## src/rtl/imult_pkg.sv

```systemverilog
// Shared types and helpers for the iterative shift-add fractional multiplier.
package imult_pkg;

    localparam int unsigned MAX_WIDTH = 32;

    typedef enum logic {
        StIdle,
        StRun
    } state_e;

    // Iteration count is bits+1; anything beyond the operand width is treated as full width.
    function automatic int unsigned clamp_bits(input int unsigned bits, input int unsigned width);
        return (bits > width - 1) ? width - 1 : bits;
    endfunction

endpackage

```

## src/rtl/imult_step.sv

```systemverilog
// One shift-add iteration: conditional add/subtract of the multiplicand into the upper
// accumulator half, then a one-bit arithmetic right shift of the (W+1)-bit result.
module imult_step #(
    parameter int unsigned WIDTH = 24
) (
    input  logic [WIDTH-1:0] acc_hi_i,
    input  logic [WIDTH-1:0] m_i,
    input  logic             sa_i,
    input  logic             sub_i,
    input  logic             lsb_i,
    output logic [WIDTH-1:0] acc_hi_o,
    output logic             shift_o
);

    logic [WIDTH:0] base;
    logic [WIDTH:0] mx;
    logic [WIDTH:0] addend;
    logic [WIDTH:0] sum;

    // With a zero addend the sum is just the sign-extended upper half, so the shift-only
    // case falls out of the same datapath.
    assign base     = {sa_i & acc_hi_i[WIDTH-1], acc_hi_i};
    assign mx       = {sa_i & m_i[WIDTH-1], m_i};
    assign addend   = lsb_i ? mx : '0;
    assign sum      = sub_i ? (base - addend) : (base + addend);
    assign acc_hi_o = sum[WIDTH:1];
    assign shift_o  = sum[0];

endmodule

```

## src/rtl/imultf_ss.sv

```systemverilog
// Iterative signed/unsigned fractional multiplier: n = bits+1 iterations, one per cycle,
// with abort, a one-cycle done strobe and a product register held until the next start.
module imultf_ss
    import imult_pkg::*;
#(
    parameter int unsigned WIDTH = 24,
    parameter int unsigned BW    = $clog2(WIDTH)
) (
    input  logic               clk_i,
    input  logic               rst_i,
    input  logic               go_i,
    input  logic               abort_i,
    input  logic               sign_a_i,
    input  logic               sign_b_i,
    input  logic [BW-1:0]      bits_i,
    input  logic [WIDTH-1:0]   a_i,
    input  logic [WIDTH-1:0]   b_i,
    output logic               busy_o,
    output logic               done_o,
    output logic [2*WIDTH-1:0] p_o
);

    if (WIDTH < 4 || WIDTH > MAX_WIDTH) begin : gen_width_check
        $error("imultf_ss: WIDTH out of supported range");
    end

    state_e             state_q, state_d;
    logic [BW-1:0]      count_q, count_d;
    logic [WIDTH-1:0]   m_q, m_d;
    logic               sa_q, sa_d;
    logic               sb_q, sb_d;
    logic [2*WIDTH-1:0] acc_q, acc_d;
    logic               done_q, done_d;

    logic               last_iter;
    logic               step_sub;
    logic [WIDTH-1:0]   step_hi;
    logic               step_shift;

    assign last_iter = (count_q == '0);
    // The final multiplier bit carries negative weight when b is signed.
    assign step_sub  = sb_q & last_iter;

    imult_step #(
        .WIDTH(WIDTH)
    ) u_step (
        .acc_hi_i (acc_q[2*WIDTH-1:WIDTH]),
        .m_i      (m_q),
        .sa_i     (sa_q),
        .sub_i    (step_sub),
        .lsb_i    (acc_q[0]),
        .acc_hi_o (step_hi),
        .shift_o  (step_shift)
    );

    always_comb begin
        state_d = state_q;
        count_d = count_q;
        m_d     = m_q;
        sa_d    = sa_q;
        sb_d    = sb_q;
        acc_d   = acc_q;
        done_d  = 1'b0;

        unique case (state_q)
            StIdle: begin
                if (go_i && !abort_i) begin
                    m_d     = a_i;
                    sa_d    = sign_a_i;
                    sb_d    = sign_b_i;
                    count_d = BW'(clamp_bits(32'(bits_i), WIDTH));
                    acc_d   = {{WIDTH{1'b0}}, b_i};
                    state_d = StRun;
                end
            end
            StRun: begin
                // Abort leaves the partial accumulator untouched in p.
                if (abort_i) begin
                    state_d = StIdle;
                end else begin
                    acc_d = {step_hi, step_shift, acc_q[WIDTH-1:1]};
                    if (last_iter) begin
                        state_d = StIdle;
                        done_d  = 1'b1;
                    end else begin
                        count_d = count_q - BW'(1);
                    end
                end
            end
        endcase
    end

    always_ff @(posedge clk_i) begin
        if (rst_i) begin
            state_q <= StIdle;
            count_q <= '0;
            m_q     <= '0;
            sa_q    <= 1'b0;
            sb_q    <= 1'b0;
            acc_q   <= '0;
            done_q  <= 1'b0;
        end else begin
            state_q <= state_d;
            count_q <= count_d;
            m_q     <= m_d;
            sa_q    <= sa_d;
            sb_q    <= sb_d;
            acc_q   <= acc_d;
            done_q  <= done_d;
        end
    end

    assign busy_o = (state_q == StRun);
    assign done_o = done_q;
    assign p_o    = acc_q;

endmodule

```

## config.mk

```make
export PLATFORM = sky130hd
export DESIGN_NAME = imultf_ss
export DESIGN_NICKNAME = d
export VERILOG_FILES = /design/src/rtl/imult_pkg.sv /design/src/rtl/imult_step.sv /design/src/rtl/imultf_ss.sv
export SDC_FILE = /design/constraint.sdc
export NUM_CORES = 1
export LEC_CHECK = 0
export ABC_AREA = 0
export CORE_ASPECT_RATIO = 0.9
export CORE_MARGIN = 1
export CORE_UTILIZATION = 47
export CTS_CLUSTER_DIAMETER = 40
export DETAILED_ROUTE_END_ITERATION = 10
export PLACE_DENSITY = 0.78
export SYNTH_ARGS = -nofsm -noshare
export SYNTH_HDL_FRONTEND = slang
export SYNTH_SLANG_ARGS = --single-unit
```

## constraint.sdc

```tcl
create_clock -name clk_i -period 3.9 [get_ports clk_i]
set_input_delay 0.39 -clock clk_i [delete_from_list [all_inputs] [get_ports clk_i]]
set_output_delay 0.39 -clock clk_i [all_outputs]
set_load 0.01 [all_outputs]
```

==> impl_metrics.yaml <==
yosys:
  ys_warn_count: 0
  synth_common_cells: "103 x nand2_1, 81 x dfxtp_1, 74 x nor2_1"
  post-synth-top-count-cell: "nand2_1"
  synth_area_leader_cell: "dfxtp_1"
  synthArstFlopShare_pct: 0
  yosysSeqAreaShare_pct: 31.7
  synth.distinct_cells: 56
  syn_area_per_cell_um2: 7.70
  synthTopCellsByArea: "dfxtp_1 32%, nand2_1 7.6%, a21oi_1 7.2%, ha_1 6.6%, nor2_1 5.4%"
  syn_nets: 750
  synthCells: 663
  synthFlopType: "dfxtp_1"
  synth_top_area_share_pct: 31.7
  synth-edff-count: 0
  ys_seq_elements: 81
  synthesis.area_um2: 5110
timing:
  hold_viol: 0
  max_freq_mhz: 272
  slew_violations: 0
  tightest_slew_ns: 0.638
  holdWs_ns: 0.459
  setup_ws_ns: 0.218
  maxSlewHeadroom_pct: 57.3
  rsz0062_at_grt: "true"
  finalCritPeriodShare_pct: 94.4
  setup_tns_ns: 0
  setup_viol: 0
  skew_ns: 0.0108
  layout_min_cycle_time_ns: 3.68
finish:
  fillers: 911
  drive_above_1_share_pct: 9.45
  flow.area_growth_from_synthesis_pct: 34.2
  nets: 876
  diodes: 0
  fin_util_pct: 65.8
cts:
  cts_root_buf: "clkbuf_16"
  cts_buffer_depth: 2
  cts-buffers-inserted: 9
  cts_tree: "yes"
  clk_latency_ns: 0.34
  clock_sinks: 81
  ctsResizeCount: 0
  cts_hold_buf: 0
  post_cts_buffers: 0
  cts.clk_slew.worst_paths_ns: 0.06
  htreeDepth: 3
run_status:
  violations: "design-rule violations"
  status: "complete, but fails checks"
floorplan:
  rows: 35
  die_y_um: 101
  die_x_um: 112
  core_area_um2: 10400
  ios: 109
  die_area_um2: 11300
  start_util_pct: 49.0
placement:
  portBuffers: 108
  gp_congestion: 0.851
  detailed_place_hpwl_mm: 11.1
  place_ws_ns: 0.179
critical_path:
  cp.buffers_inverters: 0
  crit_path_frequent_cell: "nor2_1"
  startpoint_type: "flip-flop"
  rr_worst_depth: 15
  r2r_setup_slack_ns: 0.22
  crit_path_cell_trace: "or3_1 > or2_0 > or4_4 > a21o_2 > nor3_1 > nor2_1 > o22a_1 > ha_1 > nand2_1 > o21ai_1 > a41oi_1 > nor2_1 > o31ai_1 > xnor2_1 > a22o_2"
  cp.depth: 15
  arrival_ns: 3.92
  worst_path_largest_cell_delay_ns: 0.49
  crit_path_top_delay_cell: "or4_4"
  crit_end: "p_o[47]$_SDFFE_PP0P_"
  required_ns: 4.14
  cp_top_family: "simple AND/OR/NAND/NOR gates"
  timing.rr.start: "m_q[16]$_SDFFE_PP0P_"
  endpoint_kind: "flip-flop"
  critPathKind: "reg -> reg"
  crit_start: "m_q[16]$_SDFFE_PP0P_"
  cp_max_fo: 6
  r2r-end: "p_o[47]$_SDFFE_PP0P_"
pwr:
  clockPowerShare_pct: 29.4
  vdd_ir_drop_max_mv: 0.301
  finalPower_mw: 2.75
  power_frac_seq_pct: 33.5
  cellPowerDensity_nw_per_um2: 401
  power.switching_mw: 0.933
  p_leak_nw: 2.68
  power.internal_mw: 1.82
  sw_frac_of_total_pct: 33.9
  comb_power_share_pct: 37.1
route:
  post_drt_wl_per_cell_um: 15.5
  antenna_left: 0
  drt_wl_total_mm: 14.3
  via_count: 5225
  vias_per_cell: 5.66
  dr.pass1.iters: 8
  drtIter0Drc: 302
  drc_errors: 4
run:
  cap_violations: 0
grt:
  grt_max_degree: 50
  track_usage_pct: 26.5
  grt_pass1_wl_mm: 24.0
  grt_pass1_vias: 4844
  grt_overflow: 0
  antenna_found_initial: 0
min_path:
  hold_path.class: "reg -> reg"
[placed cells by master (no fill, tap or decap), types with 22 or more instances in the layout]
master	count
a211oi_1	30
o21ai_0	23
a21oi_1	73
buf_4	41
xnor2_1	22
clkdlybuf4s50_1	107
ha_1	27
nor2_1	73
nand2_1	103
dfxtp_1	80
mux2i_1	25
[metal layers]
layer | up-vias | part of all wire, % | GRT usage (%)
li1 | 2638 | - | -
met4 | 0 | 0.74 | 4.99
met5 | - | 0 | 0
met2 | 152 | 42 | 40.9
met1 | 2424 | 51 | 38.2
met3 | 11 | 6.0 | 5.29
[registers in the layout, summed over array words and instances (netlist names)]
register,flops
done_o,1
m_q,24
sa_q,1
sb_q,1
count_q,5
p_o,48
busy_o,1
[kinds of logic after synthesis]
kind of cell	Yosys count	share of synthesized area (%)
AND/OR/NAND/NOR	244	20.9
AO/OA/AOI/OAI	205	26.4
flip-flops	81	31.7
buffers and inverters	49	3.75
XOR/XNOR	31	5.32
adder cells (fa/ha/maj)	28	7.01
multiplexers	25	4.90
[worst reg2reg max path: stages, from the launching register on]
cell	delay, ns
dfxtp_1	0.37
or3_1	0.40
or2_0	0.23
or4_4	0.49
a21o_2	0.24
nor3_1	0.16
nor2_1	0.06
o22a_1	0.19
ha_1	0.39
nand2_1	0.07
o21ai_1	0.24
a41oi_1	0.11
nor2_1	0.13
o31ai_1	0.12
xnor2_1	0.14
a22o_2	0.22
[power by group through the flow]
stage / sequential, mW / combinational (mW) / clock (mW)
2_1_floorplan: 0.942 / 0.624 / 0
3_3_place_gp: 0.937 / 0.996 / 0
3_5_place_dp: 0.940 / 0.997 / 0
4_1_cts: 0.921 / 1.00 / 0.820
5_1_grt: 0.929 / 1.13 / 0.857
6_report: 0.922 / 1.02 / 0.809
[metrics by stage]
step,instances,area [um2]
final,923,6860
after CTS,923,6830
after global routing,923,6860
after floorplan,663,5110
after global placement,907,6550
after detailed placement,907,6550
[layout make-up]
class / count / area (um2) / share of cell area, %
Inverter: 14 / 52.6 / 0.766
Clock inverter: 6 / 50.0 / 0.730
Multi-Input combinational cell: 533 / 3340 / 48.7
Sequential cell: 81 / 1620 / 23.7
Clock buffer: 10 / 229 / 3.34
Tap cell: 129 / 161 / 2.35
Timing Repair Buffer: 150 / 1400 / 20.5
[how the worst min path moves through the flow]
stage | from | end | slack (ns) | depth (start not counted)
floorplan | sa_q$_SDFFE_PP0P_ | sa_q$_SDFFE_PP0P_ | 0.44 | 2
global placement | sa_q$_SDFFE_PP0P_ | sa_q$_SDFFE_PP0P_ | 0.44 | 2
detailed placement | sa_q$_SDFFE_PP0P_ | sa_q$_SDFFE_PP0P_ | 0.45 | 2
CTS | rst_i | p_o[27]$_SDFFE_PP0P_ | 0.45 | 2
global route | rst_i | p_o[24]$_SDFFE_PP0P_ | 0.46 | 2
finish | sa_q$_SDFFE_PP0P_ | sa_q$_SDFFE_PP0P_ | 0.46 | 2
Note: power is estimated with default switching activity, not from simulation.
